===== src/rtl/fetch_unit.sv =====
`default_nettype none
//==============================================================================
// Module   : fetch_unit
// Brief    : Single-outstanding instruction fetch FSM with ack timeout and
//            next-PC alignment checking; faults are sticky until reset.
// Revision : 1.0
//==============================================================================
module fetch_unit #(
    parameter logic [31:0] RESET_PC = 32'h0000_0000,
    parameter int unsigned TIMEOUT  = 15
) (
    input  logic        clk,
    input  logic        rst,
    input  logic        pcSrc,
    input  logic [31:0] pcTarget,
    input  logic        instrReady,
    output logic        imemReq,
    output logic [31:0] imemAddr,
    input  logic [31:0] imemData,
    input  logic        imemAck,
    output logic [31:0] instr,
    output logic [31:0] pc,
    output logic [31:0] pcPlus4,
    output logic        instrValid,
    output logic        misalign,
    output logic        busError
);

    localparam logic [31:0] c_NOP       = 32'h0000_0013;
    // Counter value seen during the last BUSY cycle allowed before a fault.
    localparam logic [3:0]  c_WAIT_LAST = 4'(TIMEOUT - 1);

    typedef enum logic [1:0] {
        S_IDLE  = 2'd0,
        S_BUSY  = 2'd1,
        S_VALID = 2'd2,
        S_FAULT = 2'd3
    } stateT;

    stateT       r_state;
    logic [31:0] r_pc;
    logic [31:0] r_instr;
    logic [3:0]  r_waitCnt;
    logic        r_misalign;
    logic        r_busError;
    logic        r_imemReq;
    logic        r_instrValid;

    logic [31:0] w_pcPlus4;
    logic [31:0] w_nextPc;

    assign w_pcPlus4 = r_pc + 32'd4;
    assign w_nextPc  = pcSrc ? pcTarget : w_pcPlus4;

    always_ff @(posedge clk) begin
        if (rst) begin
            r_state      <= S_IDLE;
            r_pc         <= RESET_PC;
            r_instr      <= c_NOP;
            r_waitCnt    <= '0;
            r_misalign   <= 1'b0;
            r_busError   <= 1'b0;
            r_imemReq    <= 1'b0;
            r_instrValid <= 1'b0;
        end else begin
            case (r_state)
                S_IDLE: begin
                    r_state   <= S_BUSY;
                    r_imemReq <= 1'b1;
                end
                S_BUSY: begin
                    // A late ack in the final allowed cycle still completes the fetch.
                    if (imemAck) begin
                        r_instr      <= imemData;
                        r_waitCnt    <= '0;
                        r_state      <= S_VALID;
                        r_imemReq    <= 1'b0;
                        r_instrValid <= 1'b1;
                    end else if (r_waitCnt == c_WAIT_LAST) begin
                        r_busError <= 1'b1;
                        r_instr    <= c_NOP;
                        r_state    <= S_FAULT;
                        r_imemReq  <= 1'b0;
                    end else begin
                        r_waitCnt <= r_waitCnt + 4'd1;
                    end
                end
                S_VALID: begin
                    if (instrReady) begin
                        r_pc         <= w_nextPc;
                        r_instrValid <= 1'b0;
                        if (w_nextPc[1:0] == 2'b00) begin
                            r_state   <= S_BUSY;
                            r_imemReq <= 1'b1;
                        end else begin
                            r_misalign <= 1'b1;
                            r_instr    <= c_NOP;
                            r_state    <= S_FAULT;
                        end
                    end
                end
                default: begin
                    r_imemReq    <= 1'b0;
                    r_instrValid <= 1'b0;
                end
            endcase
        end
    end

    assign imemReq    = r_imemReq;
    assign imemAddr   = r_pc;
    assign instr      = r_instr;
    assign pc         = r_pc;
    assign pcPlus4    = w_pcPlus4;
    assign instrValid = r_instrValid;
    assign misalign   = r_misalign;
    assign busError   = r_busError;

endmodule
`default_nettype wire

===== config.mk =====
export PLATFORM = sky130hd
export DESIGN_NAME = fetch_unit
export DESIGN_NICKNAME = d
export VERILOG_FILES = /design/src/rtl/fetch_unit.sv
export SDC_FILE = /design/constraint.sdc
export NUM_CORES = 1
export LEC_CHECK = 0
export CAP_MARGIN = 25
export CORE_MARGIN = 2
export CORE_UTILIZATION = 25
export CTS_BUF_LIST = sky130_fd_sc_hd__clkbuf_8 sky130_fd_sc_hd__clkbuf_16
export CTS_CLUSTER_DIAMETER = 200
export DETAILED_ROUTE_END_ITERATION = 8
export GPL_TIMING_DRIVEN = 0
export PLACE_DENSITY_LB_ADDON = 0.08
export SLEW_MARGIN = 20
export SYNTH_ARGS = -nofsm -noshare
export SYNTH_HDL_FRONTEND = slang
export SYNTH_SLANG_ARGS = --single-unit

===== constraint.sdc =====
create_clock -name clk -period 2.2 [get_ports clk]
set_input_delay 0.33 -clock clk [delete_from_list [all_inputs] [get_ports clk]]
set_output_delay 0.33 -clock clk [all_outputs]
set_load 0.01 [all_outputs]

# --- Word-level counts from Yosys, hierarchy flattened ---
# Index checks and enable logic that the tools add are counted.
word_totals:
  elab_cells: 55
  register_bits: 74
  output_inout_bits: 132
  inputBits: 69
classes:
  mux: 21
  n_addsub: 2
  n_reduce_logical: 12
  bitwise_logic: 3
  n_eq_ne: 9
op_table:
  columns: ["operator", "count"]
  rows:
  - ["32-bit two-way mux", 5]
  - ["32-bit one-hot mux with 2 select lines", 1]
  - ["32-bit by 3-bit adder with 32-bit output (second input constant)", 1]
  - ["3-bit AND reduction", 5]
  - ["2-bit inequality test (second input constant)", 5]
  - ["2-bit two-way mux", 4]
  - ["4-bit two-way mux", 2]
  - ["1-bit two-way mux", 6]
  - ["1-bit one-hot mux with 3 select lines", 2]
  - ["2-bit one-hot mux with 3 select lines", 1]
  - ["4-bit by 1-bit adder with 4-bit output (second input constant)", 1]
  - ["4-bit == test (second input constant)", 1]
  - ["2-bit zero test", 2]
  - ["2-bit AND reduction", 2]
  - ["4-bit AND reduction", 1]
  - ["3-bit inequality test (second input constant)", 1]
  - ["1-bit inverter", 3]
  - ["3-bit nonzero test", 1]
  - ["2-bit by 1-bit == test with 1-bit output (second input constant)", 1]
  - ["2-bit == test (second input constant)", 1]
  - ["2-bit nonzero test", 1]

# --- Depth between registers and ports, before layout ---
# Gate-level depths: netlist (run 1).
depth:
  word_depth: 6
  mapped_depth: 8
  depth_no_buf: 7

# --- Worst setup path after synthesis (run 1) ---
# No wires, ideal clock.
synth_timing:
  path_kind: "flip-flop to output port"
  from: "register r_pc[2] (netlist: imemAddr[2])"
  to: "output pcPlus4[30]"
  slack_ps: -90
  arrival_ps: 1960
  required_ps: 1870
  path_stages_with_launch: 7
  path_buffers: 1
  path_cell_list: "dfxtp_1 -> ha_1 -> nand3_4 -> or2_0 -> buf_2 -> or4_4 -> xnor2_1"
synth_via:
  elab_chain_len: 1
synth_lines:
  columns: ["element", "line_no", "rtl"]
  rows:
  - ["start, declared", "41", "logic [31:0] r_pc;"]
  - ["start signal, assigned", "90", "r_pc <= w_nextPc;"]
  - ["32-bit by 3-bit adder with 32-bit output", "52", "assign w_pcPlus4 = r_pc + 32'd4;"]
  - ["end, declared", "23", "output logic [31:0] pcPlus4,"]
# Every way passes these cells.

# --- Worst setup path after layout (run 1) ---
layout_timing:
  from: "register r_pc[28] (netlist: imemAddr[28])"
  to: "output pcPlus4[30]"
# The elaborated chain is that of the path after synthesis.

==> results of run 1 <==
worst max-delay path: cells and delay by family (launching register included):
kind	cells	cell delay [ns]
flops	1	0.50
xor+xnor	1	0.15
simple gates	3	0.95
buf+inv	1	0.16
logic make-up after synthesis:
kind of cell               synth area share
xor gates and xnor gates            0.05724
buffers and inverters                0.1121
muxes                               0.01168
DFF                                  0.3458
AOI/OAI and AO/OA                    0.1963
and+or+nand+nor                      0.2593
adders and majority gates           0.01752
worst max path at each step:
stage / cells past startpoint / from / end / slack [ns]
after global placement: 7 / imemAddr[4]$_SDFFE_PP0P_ / pcPlus4[23] / -0.76
after floorplan: 6 / imemAddr[3]$_SDFFE_PP0P_ / pcPlus4[30] / 0.02
after CTS: 7 / imemAddr[10]$_SDFFE_PP0P_ / pcPlus4[30] / -0.27
after global routing: 6 / imemAddr[22]$_SDFFE_PP0P_ / pcPlus4[30] / -0.30
after detailed placement: 8 / imemAddr[4]$_SDFFE_PP0P_ / pcPlus4[27] / -0.75
final: 5 / imemAddr[28]$_SDFFE_PP0P_ / pcPlus4[30] / -0.24
sequential cells by signal, summed over array words and instances (netlist names):
signal      cells
imemAddr       32
instr          32
imemReq         1
instrValid      1
misalign        1
r_waitCnt       4
r_state         2
busError        1
synthesized netlist by cell type, types with 4 or more instances:
cell type  count
a211oi_1       4
a21oi_1       25
a22o_1         5
a22oi_1        4
a31oi_1        6
a32o_1        10
and4_1         4
buf_1          4
buf_2          5
buf_4         36
clkbuf_1      30
dfxtp_1       74
ha_1           6
inv_1         10
mux2i_1        5
nand2_1       68
nand2b_1       4
nand3_1       51
nand4_1        5
nor2_1        43
nor2b_1        4
nor3_1        17
o21ai_0       49
o31ai_1        6
xnor2_1       12
xor2_1        16
layout make-up:
type                    instances  area, um^2
fillers                      1637        8985
multi-input cells             391        2586
repair buffers                258        2397
flip-flops and latches         74        1534
plain buffers                  76       503.0
well taps                     220       275.3
clock buffers                  10       239.0
clock inverters                 6       81.33
inverters                      11       41.29
routing by layer:
layer	routed length, um	up-vias
met2	8471	187
met3	1328	21
met5	13	-
met4	299	2
met1	7702	2382
li1	-	2466
stage by stage:
stage / cells / setup slack, ns / instance area [um^2] / total power [mW]
6_report: 1046 / -0.2415 / 7657 / 4.494
5_1_grt: 1046 / -0.2991 / 7657 / 4.724
2_1_floorplan: 553 / 0.02357 / 4295 / 2.213
3_5_place_dp: 972 / -0.7478 / 6563 / 2.859
4_1_cts: 1026 / -0.2695 / 7432 / 4.512
3_3_place_gp: 972 / -0.7567 / 6563 / 2.846
where the power goes:
| group | switching, mW | total [mW] | internal, mW |
|---|---|---|---|
| Clock | 0.602 | 1.62 | 1.02 |
| Sequential | 0.101 | 1.57 | 1.47 |
| Combinational | 0.696 | 1.31 | 0.611 |
| Total | 1.40 | 4.49 | 3.09 |
timing repair:
item | in CTS | in global routing
cloned | 0 | 0
endpoints found under the setup margin | 85 | 73
gates resized for setup | 163 | 62
hold buffers | 0 | 0
pin swaps | 23 | 21
buffers inserted | 38 | 22
==> flow_summary.toml, run 1 <==
[logic_synthesis]
ys_types = 58
synth_seq_cells = 74
synthTopCellsByArea = "dfxtp_1 (35%), buf_4 (6.3%), nand3_1 (6.0%)"
syn_avg_cell_area_um2 = 7.747
syn_inst = 553
seq_area_frac_synth = 0.3458
async_reset_ff_frac = 0
yosys_most_used_dff = "dfxtp_1"
netlist.area_leader.share = 0.3458
synth_edf_count = 0
yosysWarnings = 0
yosysTopAreaCell = "dfxtp_1"
synth_fp_nets = 628
syn_area_um2 = 4284

[grt]
overflow = 0
grt_pass1_vias = 4923
grt.busiest_layer = "met2"
grt_util_all_layers = 0.1935
grt_util_met1 = 0.2464
grt_start_max_net_pins = 13
grt_util_met2 = 0.3190
antenna_found_initial = 1
met3_usage = 0.05818
grt_pass1_wl_um = 27430

[route]
wirelength_um = 17820
wl_per_cell_um = 17.03
route.detailed.drc = 0
drt-initial-drc-count = 239
vias = 5058
dr.pass1.iters = 4
viasPerCell = 4.836
ant_nets = 0

[min_path]
hold_end = "instr[2]$_SDFFE_PP0P_"
min_path_type = "flop to flop"
hold_path_startpoint = "instr[2]$_SDFFE_PP0P_"
min_path_cells = 2

[die]
fp.dieH_um = 134.9
io_pins = 201
rows = 47
start_util = 0.2574
die_w_um = 134.9
die-area_um2 = 18200
core_area_um2 = 16640

[status]
violations = "setup timing"
status = "finished, violations left"

[clocking]
h-tree-depth = 3
cts_buffers = 9
cts_tree = "built"
clk_path_buf_depth = 2
clk_pin_slew_ns = 0.06
clk_latency_ns = 0.34
root_buffer = "clkbuf_16"
clock-sinks = 74

[setup_path]
cp-start-kind = "flop"
worst-r2r-cell-count = 8
path_class = "flop to primary output"
worstPathMaxFanout = 7
path_cells = "and4_4 > nand2_1 > or4_4 > xnor2_2 > buf_4"
end_kind = "primary output"
r2r_start = "imemAddr[16]$_SDFFE_PP0P_"
required_ns = 1.87
crit_arrival_ns = 2.11
r2r_setup_slack_ns = 0.06
r2r-end = "imemAddr[23]$_SDFFE_PP0P_"
slowest_delay_ns = 0.58
slowest_stage = "or4_4"

[finish]
fin_util = 0.4601
n_antenna_cell = 0
layout-area-overhead-vs-synth_pct = 78.74
final_common_cell = "clkdlybuf4s50_1"
final_cell_mix = "clkdlybuf4s50_1 (173), buf_4 (83), nand2_1 (65)"
drive_gt1_frac = 0.2627
layout.nets = 896

[timing]
tightest_slew_ns = 0.7730
tns_ns = -1.481
grt_setup_unrepaired = "true"
slew_headroom = 0.4846
finalHoldViolations = 0
fin_crit_sh = 1.110
fmax_mhz = 409.6
period_minus_slack_ns = 2.442
hold_ws_ns = 0.4668
fin_ws_ns = -0.2415
skew_ns = 0.006040
setup_viol = 13
final-max-slew-violation-count = 0

[pwr]
p_leak_nw = 3.136
p_per_area_nw_per_um2 = 586.9
vdd_drop_max_mv = 0.5229

[placement]
dp_hpwl_um = 12550
io_buffers = 199
gp_congestion = 0.8032

[flow_run]
maxCapViolations = 0
No activity file was read; power rests on OpenSTA's default activity.
==> run 2: changes to the inputs <==
--- a/config.mk
+++ b/config.mk
@@ -6,13 +6,15 @@
 export NUM_CORES = 1
 export LEC_CHECK = 0
 export CAP_MARGIN = 25
-export CORE_MARGIN = 2
+export CORE_MARGIN = 3
 export CORE_UTILIZATION = 25
 export CTS_BUF_LIST = sky130_fd_sc_hd__clkbuf_8 sky130_fd_sc_hd__clkbuf_16
 export CTS_CLUSTER_DIAMETER = 200
 export DETAILED_ROUTE_END_ITERATION = 8
+export GPL_ROUTABILITY_DRIVEN = 1
 export GPL_TIMING_DRIVEN = 0
 export PLACE_DENSITY_LB_ADDON = 0.08
+export SETUP_SLACK_MARGIN = 0.4
 export SLEW_MARGIN = 20
 export SYNTH_ARGS = -nofsm -noshare
 export SYNTH_HDL_FRONTEND = slang
==> run 2 against run 1 <==
The flow still finishes with violations (setup timing); design area rose by 7.6%; critical path depth rose by 3; global-route usage fell by 0.22 points; sequential share of layout area fell by 1.2 points; worst hold slack got worse by 0.0053 ns; sequential power barely moved; cell count rose by 2.4%; register-to-register slack got worse by 0.04 ns; non-clock buffer count rose by 24; first-iteration DRC count rose by 8.4%; core utilization rose by 3.3 points; count of clock-buffer cells in the layout did not move; critical path type unchanged; largest power group is now registers; highest routed layer unchanged.
==> flow_summary.toml, run 2 (synthesized netlist as in run 1, its figures left out) <==
[status]
status = "finished, violations left"
violations = "setup timing"

[grt]
overflow = 0
grt_pass1_wl_um = 27920
antenna_found_initial = 1
grt_start_max_net_pins = 14
grt_pass1_vias = 5198
grt_util_all_layers = 0.1912

[min_path]
min_path_cells = 2
hold_end = "instr[14]$_SDFFE_PP0P_"
hold_path_startpoint = "instr[14]$_SDFFE_PP0P_"
min_path_type = "flop to flop"

[route]
wirelength_um = 18630
ant_nets = 0
wl_per_cell_um = 17.39
dr.pass1.iters = 5
viasPerCell = 4.885
vias = 5232
route.detailed.drc = 0
drt-initial-drc-count = 259

[clocking]
clk_latency_ns = 0.35
clk_path_buf_depth = 2
clk_pin_slew_ns = 0.06
clock-sinks = 74
cts_buffers = 9
cts_hold_buf = 0
h-tree-depth = 3
cts_tree = "built"
root_buffer = "clkbuf_16"

[setup_path]
path_cells = "buf_6 > and4_1 > buf_6 > nand4_4 > buf_6 > nor4_4 > xor2_1 > buf_2"
r2r_start = "imemAddr[10]$_SDFFE_PP0P_"
worst-r2r-cell-count = 9
r2r_setup_slack_ns = 0.02
path_class = "flop to primary output"
slowest_stage = "dfxtp_2"
critPathBufInv = 4
end_kind = "primary output"
required_ns = 1.87
cp-start-kind = "flop"
crit_arrival_ns = 2.09
cpLargestDelayFamily = "simple AND/OR/NAND/NOR gates"
cpMostUsedCell = "buf_6"
r2r-end = "imemAddr[26]$_SDFFE_PP0P_"
worstPathMaxFanout = 4
crit_start = "imemAddr[10]$_SDFFE_PP0P_"
slowest_delay_ns = 0.33

[placement]
gp_congestion = 0.8130
io_buffers = 199
dp_hpwl_um = 12820

[timing]
period_minus_slack_ns = 2.422
tightest_slew_ns = 0.6362
final-max-slew-violation-count = 0
fin_crit_sh = 1.101
grt_setup_unrepaired = "true"
fin_ws_ns = -0.2223
hold_ws_ns = 0.4615
slew_headroom = 0.5758
setup_viol = 21
fmax_mhz = 412.8
finalHoldViolations = 0
skew_ns = 0.004814
tns_ns = -2.271

[die]
fp.dieH_um = 136.9
rows = 47
io_pins = 201
die_w_um = 136.9
die-area_um2 = 18740
core_area_um2 = 16700
start_util = 0.2565

[finish]
n_antenna_cell = 0
final_cell_mix = "clkdlybuf4s50_1 (162), buf_4 (83), nand2_1 (61)"
multi_input_area_um2 = 2789
layout.nets = 921
layout-area-overhead-vs-synth_pct = 92.32
final_common_cell = "clkdlybuf4s50_1"
num-fill-cells = 1598
drive_gt1_frac = 0.3561
register_area_um2 = 1553

[pwr]
p_leak_nw = 3.452
vdd_drop_max_mv = 0.5770
p_per_area_nw_per_um2 = 559.9
p_total_mw = 4.613

[flow_run]
maxCapViolations = 0
## run 2: cell count changes in the layout (fill, tap and decap cells not counted), moves of 4 or more
cell,before,now
dfxtp_4,11,15
clkbuf_1,15,5
nor2_1,37,33
clkbuf_4,0,5
buf_6,16,46
nand2_1,65,61
buf_1,4,0
o21ai_1,0,7
clkdlybuf4s50_1,173,162
xnor2_1,7,3
o21ai_0,49,40
dfxtp_1,54,47
buf_8,1,5
buf_2,16,27
## run 2: worst max-delay path by stage
stage | slack, ns | depth (start not counted) | endpoint
floorplan | 0.17 | 6 | pcPlus4[30]
global placement | -0.64 | 7 | pcPlus4[23]
detailed placement | -0.63 | 7 | pcPlus4[23]
CTS | -0.22 | 7 | pcPlus4[30]
global route | -0.35 | 8 | pcPlus4[24]
finish | -0.22 | 8 | pcPlus4[24]
## run 2: layout make-up
class,count,share of cell area
Clock inverter,6,0.008049
Buffer,77,0.07183
Multi-Input combinational cell,392,0.3385
Inverter,11,0.005467
Timing Repair Buffer,281,0.3253
Clock buffer,10,0.02901
Tap cell,220,0.03341
Sequential cell,74,0.1885
## run 2: worst register-to-register path, delay by kind of cell, from the launching register on
| kind | cells | cell delay [ns] |
|---|---|---|
| AOI/OAI and AO/OA | 1 | 0.13 |
| buffers and inverters | 4 | 0.58 |
| and+or+nand+nor | 4 | 1.07 |
| DFF | 1 | 0.33 |
## run 2: per-stage QoR
stage / instance area, um^2 / worst slack [ns] / utilization / instances
after floorplan: 4439 / 0.1712 / - / 553
after global placement: 6706 / -0.6376 / 0.4016 / 972
after detailed placement: 6706 / -0.6262 / 0.4016 / 972
after CTS: 7831 / -0.2208 / 0.4689 / 1042
after global routing: 8239 / -0.3491 / 0.4933 / 1071
final: 8239 / -0.2223 / 0.4933 / 1071
## run 2: power breakdown
| part | internal (mW) | leakage [nW] | total (mW) | switching, mW |
|---|---|---|---|---|
| combinational | 0.745 | 2.69 | 1.50 | 0.758 |
| clock | 0.912 | 0.147 | 1.54 | 0.633 |
| sequential | 1.46 | 0.617 | 1.57 | 0.101 |
| total | 3.12 | 3.45 | 4.61 | 1.49 |
## run 2: what timing repair did
action / in CTS / in global routing
endpoints found under the setup margin: 113 / 99
gates cloned: 0 / 1
pin swaps: 39 / 42
setup buffers: 54 / 28
resized for setup: 255 / 90
## run 2: layer usage
metal	GRT usage	part of all wire	up-vias	routed length (um)
met3	0.05882	0.076	27	1415
li1	-	-	2520	-
met1	0.2263	0.40	2492	7464
met2	0.3261	0.50	191	9384
met4	0.06984	0.019	2	350
met5	0	0.00070	-	13
==> run 3: changes to the inputs <==
--- a/config.mk
+++ b/config.mk
@@ -5,6 +5,7 @@
 export SDC_FILE = /design/constraint.sdc
 export NUM_CORES = 1
 export LEC_CHECK = 0
+export ABC_AREA = 1
 export CAP_MARGIN = 25
 export CORE_MARGIN = 3
 export CORE_UTILIZATION = 25
==> run 3 against run 2 <==
The run now ends clean; wire length is 11% lower; die area is 6.2% higher; area after synthesis is 6.5% higher; combinational power is 85% higher; worst hold slack worse by 0.12 ns; via count is 2.1% lower; sequential power is 25% higher; critical path type unchanged; largest cell class unchanged; largest power group is now combinational logic.
==> flow_summary.toml, run 3 <==
[placement]
io_buffers = 197
gp_congestion = 0.8469
dp_worst_setup_slack_ns = -0.2049
dp_hpwl_um = 12830

[finish]
final_common_cell = "clkdlybuf4s50_1"
drive_gt1_frac = 0.3006
layout.nets = 998
layout-area-overhead-vs-synth_pct = 71.08
final_cell_mix = "clkdlybuf4s50_1 (152), nand2_1 (132), nor2_1 (103)"
num-fill-cells = 1798
n_antenna_cell = 0

[route]
dr_wl_met3_um = 1035
wl_met2_um = 8074
met1_length_um = 7099
wirelength_um = 16620
wl_per_cell_um = 14.41
ant_nets = 0
dr.pass1.iters = 4
vias = 5121
top_layer = "met5"
viasPerCell = 4.441
route.detailed.drc = 0
drt-initial-drc-count = 170

[die]
io_pins = 201
start_util = 0.2592
fp.dieH_um = 141.1
die-area_um2 = 19900
rows = 48
die_w_um = 141.1
core_area_um2 = 17600

[clocking]
clk_path_buf_depth = 2
clk_latency_ns = 0.34
h-tree-depth = 3
cts_hold_buf = 0
cts_buffers = 9
clk_pin_slew_ns = 0.07
root_buffer = "clkbuf_16"
clock-sinks = 74
cts_tree = "built"

[min_path]
hold_end = "imemAddr[0]$_SDFFE_PP0P_"
min_path_cells = 4
min_path_type = "input port to flop"
hold_path_startpoint = "pcSrc"

[grt]
grt_pass1_vias = 5036
grt_pass1_wl_um = 26390
grt_util_all_layers = 0.1660
overflow = 0
antenna_found_initial = 1
grt_start_max_net_pins = 14

[timing]
setup_viol = 0
slew_headroom = 0.5874
fin_ws_ns = 0.09051
finalHoldViolations = 0
tightest_slew_ns = 0.6189
hold_ws_ns = 0.3442
fmax_mhz = 474.0
period_minus_slack_ns = 2.109
grt_setup_unrepaired = "true"
skew_ns = 0.007011
final-max-slew-violation-count = 0
fin_crit_sh = 0.9589

[logic_synthesis]
synthTopCellsByCount = "nand2_1 (148), nor2_1 (112), dfxtp_1 (74)"
synthTopCellsByArea = "dfxtp_1 (32%), nand2_1 (12%), nor2_1 (9.2%)"
ys_types = 35
syn_area_um2 = 4561
yosysTopAreaCell = "dfxtp_1"
syn_inst = 667
synth_most_common_cell = "nand2_1"
synth_seq_cells = 74
async_reset_ff_frac = 0
synth_edf_count = 0
yosys_most_used_dff = "dfxtp_1"
syn_avg_cell_area_um2 = 6.838
seq_area_frac_synth = 0.3248
netlist.area_leader.share = 0.3248
yosysWarnings = 0
synth_fp_nets = 742

[setup_path]
worst-r2r-cell-count = 11
r2r_start = "r_state[1]$_SDFFE_PP0P_"
r2r_setup_slack_ns = 0.52
r2r-end = "instr[12]$_SDFFE_PP0P_"
end_kind = "primary output"
cp-start-kind = "flop"
path_class = "flop to primary output"
crit_arrival_ns = 1.78
required_ns = 1.87
worstPathMaxFanout = 4

[pwr]
vdd_drop_max_mv = 0.4769
p_per_area_nw_per_um2 = 799.0
p_leak_nw = 3.463

[flow_run]
maxCapViolations = 0

[status]
status = "finished clean"
## run 3: cell types whose count changed in the layout (fill, tap and decap cells not counted), moves of 16 or more
cell     previous run  this run
a21oi_1            25        67
inv_1               9        25
nor2_1             33       103
nand3_1            50        15
buf_6              46        25
nor2_2              2        21
nand2_1            61       132
nand2_2             4        22
o21ai_0            40        57
## run 3: metal layers
layer | vias up | track usage
li1 | 2621 | -
met1 | 2317 | 0.2003
met2 | 157 | 0.2829
met3 | 24 | 0.04613
met4 | 2 | 0.05813
met5 | - | 0
## run 3: worst max-delay path, stage by stage, from the launching register on
cell,delay [ns]
dfxtp_4,0.34
buf_4,0.13
inv_1,0.07
nor2_4,0.16
nand2_4,0.11
nor2_4,0.15
buf_6,0.12
nand2_2,0.05
nand2_2,0.07
and2_4,0.13
buf_6,0.09
## run 3: worst max path at each step
stage	start	to	slack [ns]	depth (start not counted)
2_1_floorplan	imemAddr[3]$_SDFFE_PP0P_	pcPlus4[22]	0.45	7
3_3_place_gp	imemAddr[3]$_SDFFE_PP0P_	pcPlus4[22]	-0.20	9
3_5_place_dp	imemAddr[3]$_SDFFE_PP0P_	pcPlus4[22]	-0.20	9
4_1_cts	imemAddr[3]$_SDFFE_PP0P_	pcPlus4[22]	0.03	10
5_1_grt	imemAddr[5]$_SDFFE_PP0P_	pcPlus4[30]	-0.003	10
6_report	imemAddr[5]$_SDFFE_PP0P_	pcPlus4[22]	0.09	10
## run 3: cell type report
type | count | area [um^2] | share of cell area
well taps | 225 | 281.5 | 0.03608
repair buffers | 245 | 2332 | 0.2989
clock inverters | 7 | 70.07 | 0.008980
multi-input cells | 491 | 2721 | 0.3488
plain buffers | 69 | 457.9 | 0.05869
inverters | 33 | 133.9 | 0.01716
flip-flops and latches | 74 | 1580 | 0.2025
clock buffers | 9 | 225.2 | 0.02886
## run 3: through the flow
stage | power [mW] | util | TNS [ns] | std cells | cell area (um^2)
after floorplan | 3.382 | - | 0 | 667 | 4561
after global routing | 6.681 | 0.4434 | -0.003104 | 1153 | 7802
after global placement | 4.643 | 0.3872 | -1.105 | 1089 | 6814
final | 6.234 | 0.4434 | 0 | 1153 | 7802
after CTS | 6.241 | 0.4298 | 0 | 1146 | 7562
after detailed placement | 4.672 | 0.3872 | -1.274 | 1089 | 6814
## run 3: logic make-up after synthesis
kind of cell | after synthesis | synth area share
DFF | 74 | 0.3248
xor gates and xnor gates | 16 | 0.04390
AOI/OAI and AO/OA | 140 | 0.1627
adders and majority gates | 6 | 0.01646
buffers and inverters | 102 | 0.1246
and+or+nand+nor | 329 | 0.3276
## run 3: report_power, final
part | internal, mW | switching [mW] | leakage [nW]
clock network | 0.876 | 0.612 | 0.145
logic | 1.44 | 1.34 | 2.69
registers | 1.69 | 0.274 | 0.627
total | 4.01 | 2.22 | 3.46
## run 3: timing repair
action / in CTS / in global routing
pin swaps: 34 / 31
setup endpoints to repair: 110 / 94
buffers inserted: 41 / 7
gates resized for setup: 215 / 67
gates cloned: 0 / 0
